--- src/rtl/store_commit_queue.sv ---
// Store commit queue: buffers retired stores in program order, drains them one per
// memory handshake, forwards queued data to loads and runs a fence/drain handshake.
module store_commit_queue #(
    parameter  int DEPTH  = 4,
    parameter  int ADDR_W = 32,
    parameter  int DATA_W = 32,
    localparam int CNT_W  = $clog2(DEPTH + 1),
    localparam int PTR_W  = $clog2(DEPTH)
) (
    input  logic              clk,
    input  logic              reset,
    input  logic              st_valid_a,
    input  logic [ADDR_W-1:0] st_addr_a,
    input  logic [DATA_W-1:0] st_data_a,
    input  logic              st_valid_b,
    input  logic [ADDR_W-1:0] st_addr_b,
    input  logic [DATA_W-1:0] st_data_b,
    output logic              st_ready,
    output logic              mem_req_valid,
    output logic [ADDR_W-1:0] mem_req_addr,
    output logic [DATA_W-1:0] mem_req_data,
    input  logic              mem_req_ready,
    input  logic [ADDR_W-1:0] ld_addr,
    output logic              ld_hit,
    output logic [DATA_W-1:0] ld_data,
    input  logic              fence_req,
    output logic              fence_done,
    output logic [CNT_W-1:0]  count
);

    typedef enum logic [1:0] {
        S_IDLE,
        S_DRAIN,
        S_DONE
    } state_e;

    state_e            state_q, state_d;
    logic [PTR_W-1:0]  rd_ptr_q, rd_ptr_d;
    logic [PTR_W-1:0]  wr_ptr_q, wr_ptr_d;
    logic [CNT_W-1:0]  count_q, count_d;

    logic [ADDR_W-1:0] addr_q [DEPTH];
    logic [DATA_W-1:0] data_q [DEPTH];

    logic              enq_a, enq_b, deq;
    logic [1:0]        enq_n;
    logic [PTR_W-1:0]  b_ptr;
    logic [CNT_W-1:0]  free_slots;

    // Held-request tracking, used only to check stability of a stalled head.
    logic              stall_q;
    logic [ADDR_W-1:0] stall_addr_q;
    logic [DATA_W-1:0] stall_data_q;

    assign free_slots = CNT_W'(DEPTH) - count_q;
    assign enq_a      = st_ready && st_valid_a;
    assign enq_b      = st_ready && st_valid_b;
    assign enq_n      = {1'b0, enq_a} + {1'b0, enq_b};
    // B follows A when both commit; a lone B takes the tail slot itself.
    assign b_ptr      = wr_ptr_q + PTR_W'(enq_a);

    assign mem_req_valid = (count_q != '0);
    assign mem_req_addr  = addr_q[rd_ptr_q];
    assign mem_req_data  = data_q[rd_ptr_q];
    assign deq           = mem_req_valid && mem_req_ready;
    assign count         = count_q;

    always_comb begin
        rd_ptr_d = rd_ptr_q + PTR_W'(deq);
        wr_ptr_d = wr_ptr_q + PTR_W'(enq_n);
        count_d  = count_q + CNT_W'(enq_n) - CNT_W'(deq);
    end

    // NOTE: sequential state uses non-blocking assignments so every register
    // samples the pre-edge values, independent of statement order.
    always_ff @(posedge clk) begin
        if (reset) begin
            rd_ptr_q <= '0;
            wr_ptr_q <= '0;
            count_q  <= '0;
        end else begin
            rd_ptr_q <= rd_ptr_d;
            wr_ptr_q <= wr_ptr_d;
            count_q  <= count_d;
        end
    end

    // NOTE: the entry storage has no reset; count/pointers alone define which
    // entries are live, so stale contents are never observed.
    always_ff @(posedge clk) begin
        if (!reset) begin
            if (enq_a) begin
                addr_q[wr_ptr_q] <= st_addr_a;
                data_q[wr_ptr_q] <= st_data_a;
            end
            if (enq_b) begin
                addr_q[b_ptr] <= st_addr_b;
                data_q[b_ptr] <= st_data_b;
            end
        end
    end

    // Oldest-to-youngest scan so the last match (youngest store) wins.
    always_comb begin
        logic [PTR_W-1:0] idx;
        // NOTE: every combinational output gets a default first so no path
        // leaves it unassigned and infers a latch.
        ld_hit  = 1'b0;
        ld_data = '0;
        idx     = '0;
        for (int k = 0; k < DEPTH; k++) begin
            idx = rd_ptr_q + PTR_W'(k);
            if ((CNT_W'(k) < count_q) && (addr_q[idx] == ld_addr)) begin
                ld_hit  = 1'b1;
                ld_data = data_q[idx];
            end
        end
    end

    always_ff @(posedge clk) begin
        if (reset) begin
            state_q <= S_IDLE;
        end else begin
            state_q <= state_d;
        end
    end

    always_comb begin
        state_d = state_q;
        case (state_q)
            S_IDLE:  if (fence_req) state_d = S_DRAIN;
            S_DRAIN: begin
                // Leave as soon as the last entry is handed to memory.
                if ((count_q == '0) || ((count_q == CNT_W'(1)) && deq)) begin
                    state_d = S_DONE;
                end
            end
            S_DONE:  state_d = S_IDLE;
            default: state_d = S_IDLE;
        endcase
    end

    always_comb begin
        st_ready   = (state_q == S_IDLE) && (free_slots >= CNT_W'(2));
        fence_done = (state_q == S_DONE);
    end

    always_ff @(posedge clk) begin
        if (reset) begin
            stall_q <= 1'b0;
        end else begin
            stall_q <= mem_req_valid && !mem_req_ready;
        end
        stall_addr_q <= mem_req_addr;
        stall_data_q <= mem_req_data;
    end

    always_ff @(posedge clk) begin
        if (!reset) begin
            assert (count_q <= CNT_W'(DEPTH));
            assert (st_ready || !(st_valid_a || st_valid_b));
            if (stall_q) begin
                assert (mem_req_valid && (mem_req_addr == stall_addr_q)
                        && (mem_req_data == stall_data_q));
            end
        end
    end

endmodule

--- config.mk ---
export PLATFORM = sky130hd
export DESIGN_NAME = store_commit_queue
export DESIGN_NICKNAME = d
export VERILOG_FILES = /design/src/rtl/store_commit_queue.sv
export SDC_FILE = /design/constraint.sdc
export NUM_CORES = 1
export LEC_CHECK = 0
export ABC_CLOCK_PERIOD_IN_PS = 6900
export CAP_MARGIN = 30
export CORE_ASPECT_RATIO = 1.5
export CORE_MARGIN = 3
export CORE_UTILIZATION = 23
export CTS_CLUSTER_SIZE = 20
export DETAILED_ROUTE_END_ITERATION = 8
export PLACE_DENSITY = 0.47
export SKIP_CTS_REPAIR_TIMING = 1
export SYNTH_ARGS = -nofsm -noshare
export SYNTH_HDL_FRONTEND = slang
export SYNTH_SLANG_ARGS = --single-unit
--- constraint.sdc ---
create_clock -name clk -period 6.9 [get_ports clk]
set_input_delay 1.035 -clock clk [delete_from_list [all_inputs] [get_ports clk]]
set_output_delay 1.035 -clock clk [all_outputs]
set_load 0.02 [all_outputs]
==> results.rst <==
.. list-table::
   :header-rows: 1

   * - Metric
     - Value
   * - Fraction of final layout cells with drive strength greater than 1
     - 0.222
   * - Clock tree from TritonCTS
     - done
   * - Highest clock frequency the design can meet
     - 153 MHz
   * - Number of cells in the design after placement
     - 3045
   * - Post-DR vias/cell
     - 5.05
   * - Signed area change from the synthesized netlist to the final layout
     - 23.9%
   * - Final ANT Viol Nets
     - 0
   * - Clock skew after layout
     - 33.7 ps
   * - Net switching fraction of the power
     - 0.410
   * - CP Max Fanout
     - 34
   * - Pin count of the biggest net entering global routing
     - 80
   * - Worst-case clock buffer depth
     - 3
   * - Via count of the first global-routing pass
     - 16500
   * - Area of the placeable core
     - 86900 um2
   * - Die boundary height
     - 369 um
   * - Count leader, synth
     - sky130_fd_sc_hd__mux2_2
   * - Share of power burned in the clock network
     - 0.214
   * - Full die area
     - 91700 um2
   * - Cell types with the highest counts after synthesis
     - sky130_fd_sc_hd__mux2_2, sky130_fd_sc_hd__edfxtp_1, sky130_fd_sc_hd__mux2i_1, sky130_fd_sc_hd__nand2_1, sky130_fd_sc_hd__xnor2_1
   * - Register bit total from synthesis
     - 265
   * - Req. time, crit path
     - 5860 ps
   * - Reported leakage power
     - 7.99 nW
   * - Number of enable flip-flop cells after synthesis
     - 256
   * - Count of standard-cell rows
     - 132
   * - Post-DP HPWL
     - 57000 um
   * - Initial antenna violation count
     - 15
   * - Post-DR wirelength/cell
     - 26.0 um
   * - Total of buffers placed on input and output ports
     - 268
   * - Clock tree root buffer cell
     - sky130_fd_sc_hd__clkbuf_16
   * - Number of nets in the layout
     - 2120
   * - Sequential cell fraction of total power
     - 0.292
   * - Type of the setup path with the least slack
     - reg -> out
   * - Io pins
     - 269
   * - Int Power
     - 0.00464 W
   * - Top cell type's share of synthesized area
     - 0.380
   * - Worst EP arrival
     - 5520 ps
   * - Overall routing resource usage
     - 0.173
   * - Post-synthesis instance area
     - 20200 um2
   * - Final standard cell count with taps included and fillers excluded
     - 3115
   * - Biggest area consumer among synthesized cells
     - sky130_fd_sc_hd__edfxtp_1
   * - Fraction of the yosys area taken by sequential cells
     - 0.389
   * - Share of the clock period used by the worst path
     - 0.950
   * - Minimum clock period
     - 6560 ps
   * - Aggregate routed wire length
     - 81000 um
   * - Highest ir drop seen on vdd
     - 0.202 mV
   * - Capturing element type of the critical path
     - primary output
   * - Cell types occupying the most area after synthesis
     - sky130_fd_sc_hd__edfxtp_1, sky130_fd_sc_hd__mux2_2, sky130_fd_sc_hd__mux2i_1
   * - Clock edge transition at the registers on the reported setup and hold paths
     - 60 ps
   * - Number of endpoints with negative hold slack in the final report
     - 0
   * - Count of clock tree sinks
     - 265
   * - Mean post-synth cell area
     - 11.6 um2
   * - Chip Width
     - 248 um
   * - Initial core utilization
     - 0.233
   * - Critical Path Start Type
     - flip-flop
   * - Share of the core filled with cells
     - 0.289
   * - Power density cells
     - 313 nW/um2
   * - Number of buffers added by the clock tree synthesis step
     - 34
   * - Grt total ovfl
     - 0
   * - Slew @ Worst Pin
     - 1090 ps
   * - Class of the worst hold path
     - reg -> reg
   * - Net switching power
     - 0.00322 W
   * - Setup violations, final
     - 0
   * - Unique cell type count in the Yosys netlist
     - 70
   * - Post-synthesis cell count
     - 1739
   * - RSZ-0062 raised after global routing
     - false
   * - H-tree Lvls
     - 2
   * - Final sum of negative setup slack
     - 0 ps
   * - Residual DRC
     - 0
   * - Clock Latency Late Sink
     - 570 ps
   * - Post-synthesis net count
     - 1916
   * - Pre-Repair DR Iteration Count
     - 5
   * - Gate power share
     - 0.493
   * - Relative slew slack
     - 0.265
   * - Wire length of the first global-routing pass
     - 115000 um
   * - Post-layout power
     - 0.00786 W
   * - Most used DFF post-synth
     - sky130_fd_sc_hd__edfxtp_1
   * - GP Congestion
     - 0.920
   * - DR vias
     - 15700
   * - Async set-reset flop share out of synthesis
     - 0
   * - Result of the run
     - finished clean
   * - # Max-Cap Violations
     - 0
   * - Yosys Warn Count
     - 0
   * - DRT iter0 DRCs
     - 885
   * - Final max-slew violation count
     - 0
cell families (layout without fill, tap and decap cells):
family / count (synthesis) / in the layout / synth area share
XOR/XNOR: 118 / 118 / 0.0511
flip-flops: 265 / 265 / 0.389
multiplexers: 552 / 552 / 0.325
AO/OA/AOI/OAI: 244 / 244 / 0.0922
adder cells (fa/ha/maj): 11 / 11 / 0.00717
other: 0 / 11 / 0
AND/OR/NAND/NOR: 377 / 377 / 0.0883
buffers and inverters: 172 / 398 / 0.0474
through the flow:
step / setup slack [ps] / cell area, um2 / hold slack [ps]
after global routing: 162 / 25100 / 562
after CTS: 31.0 / 25000 / 525
after detailed placement: 560 / 24000 / 518
after global placement: 535 / 24000 / 511
final: 344 / 25100 / 532
after floorplan: 885 / 20200 / 486
cells in the final DEF (no fill, tap or decap), types with 11 or more instances in the layout:
cell type and count:
sky130_fd_sc_hd__nor2b_1 35, sky130_fd_sc_hd__inv_1 22, sky130_fd_sc_hd__nand2_1 199, sky130_fd_sc_hd__xor2_1 38, sky130_fd_sc_hd__nor4_1 12, sky130_fd_sc_hd__nor3_1 34, sky130_fd_sc_hd__diode_2 11, sky130_fd_sc_hd__clkdlybuf4s50_1 267
sky130_fd_sc_hd__nand4_1 13, sky130_fd_sc_hd__buf_4 42, sky130_fd_sc_hd__xnor2_1 80, sky130_fd_sc_hd__o31a_1 28, sky130_fd_sc_hd__edfxtp_1 256, sky130_fd_sc_hd__a211oi_1 36, sky130_fd_sc_hd__and2_1 30, sky130_fd_sc_hd__mux2_2 265
sky130_fd_sc_hd__mux2i_1 230, sky130_fd_sc_hd__a21oi_1 44, sky130_fd_sc_hd__a211o_1 34, sky130_fd_sc_hd__nor2_1 21, sky130_fd_sc_hd__a311oi_1 32, sky130_fd_sc_hd__mux4_2 52, sky130_fd_sc_hd__clkbuf_16 35
flip-flops by register name (all words and copies together) (netlist names):
signal and count:
addr_q 128, data_q 128, count 3, rd_ptr_q 2, state_q 2, wr_ptr_q 2
power groups by stage:
| stage | clock network, W | registers (W) | logic, W |
|---|---|---|---|
| 5_1_grt | 0.00180 | 0.00233 | 0.00412 |
| 4_1_cts | 0.00175 | 0.00232 | 0.00389 |
| 6_report | 0.00169 | 0.00230 | 0.00388 |
| 2_1_floorplan | 0 | 0.00225 | 0.00246 |
| 3_5_place_dp | 0 | 0.00235 | 0.00387 |
| 3_3_place_gp | 0 | 0.00234 | 0.00384 |
path summary, 6_finish.rpt:
kind,startpoint,end,slack [ps],cells after the start
setup / recovery,rd_ptr_q[0],ld_data[30],340,10
hold / removal,state_q[0],state_q[1],530,2
setup reg to reg,count[1],data_q[0][23],2150,12
hold reg to reg,state_q[0],state_q[1],530,2
final cells by class:
type	instances	area [um2]
fillers	9023	61800
multi-input cells	1302	11500
flip-flops and latches	265	7880
repair buffers	317	3160
well taps	1139	1430
clock buffers	40	895
clock inverters	18	105
inverters	23	93.8
diodes	11	27.5
metal layers:
metal / wire length (um) / vias up / global-route usage / share of wire
met2: 42300 / 581 / 0.319 / 0.52
met3: 4800 / 184 / 0.0354 / 0.059
met5: 47 / - / 0 / 0.00058
li1: - / 7103 / - / -
met1: 29200 / 7843 / 0.181 / 0.36
met4: 4590 / 6 / 0.0912 / 0.057
critical path, stage by stage, from the launching register on:
cell	delay, ps
sky130_fd_sc_hd__dfxtp_4	740
sky130_fd_sc_hd__buf_4	360
sky130_fd_sc_hd__mux4_2	550
sky130_fd_sc_hd__xnor2_1	590
sky130_fd_sc_hd__nand4_1	380
sky130_fd_sc_hd__nor4_1	340
sky130_fd_sc_hd__nand4_1	190
sky130_fd_sc_hd__buf_4	370
sky130_fd_sc_hd__a211o_1	340
sky130_fd_sc_hd__a311oi_1	390
sky130_fd_sc_hd__clkdlybuf4s50_1	690
Note: power is estimated with default switching activity, not from simulation.
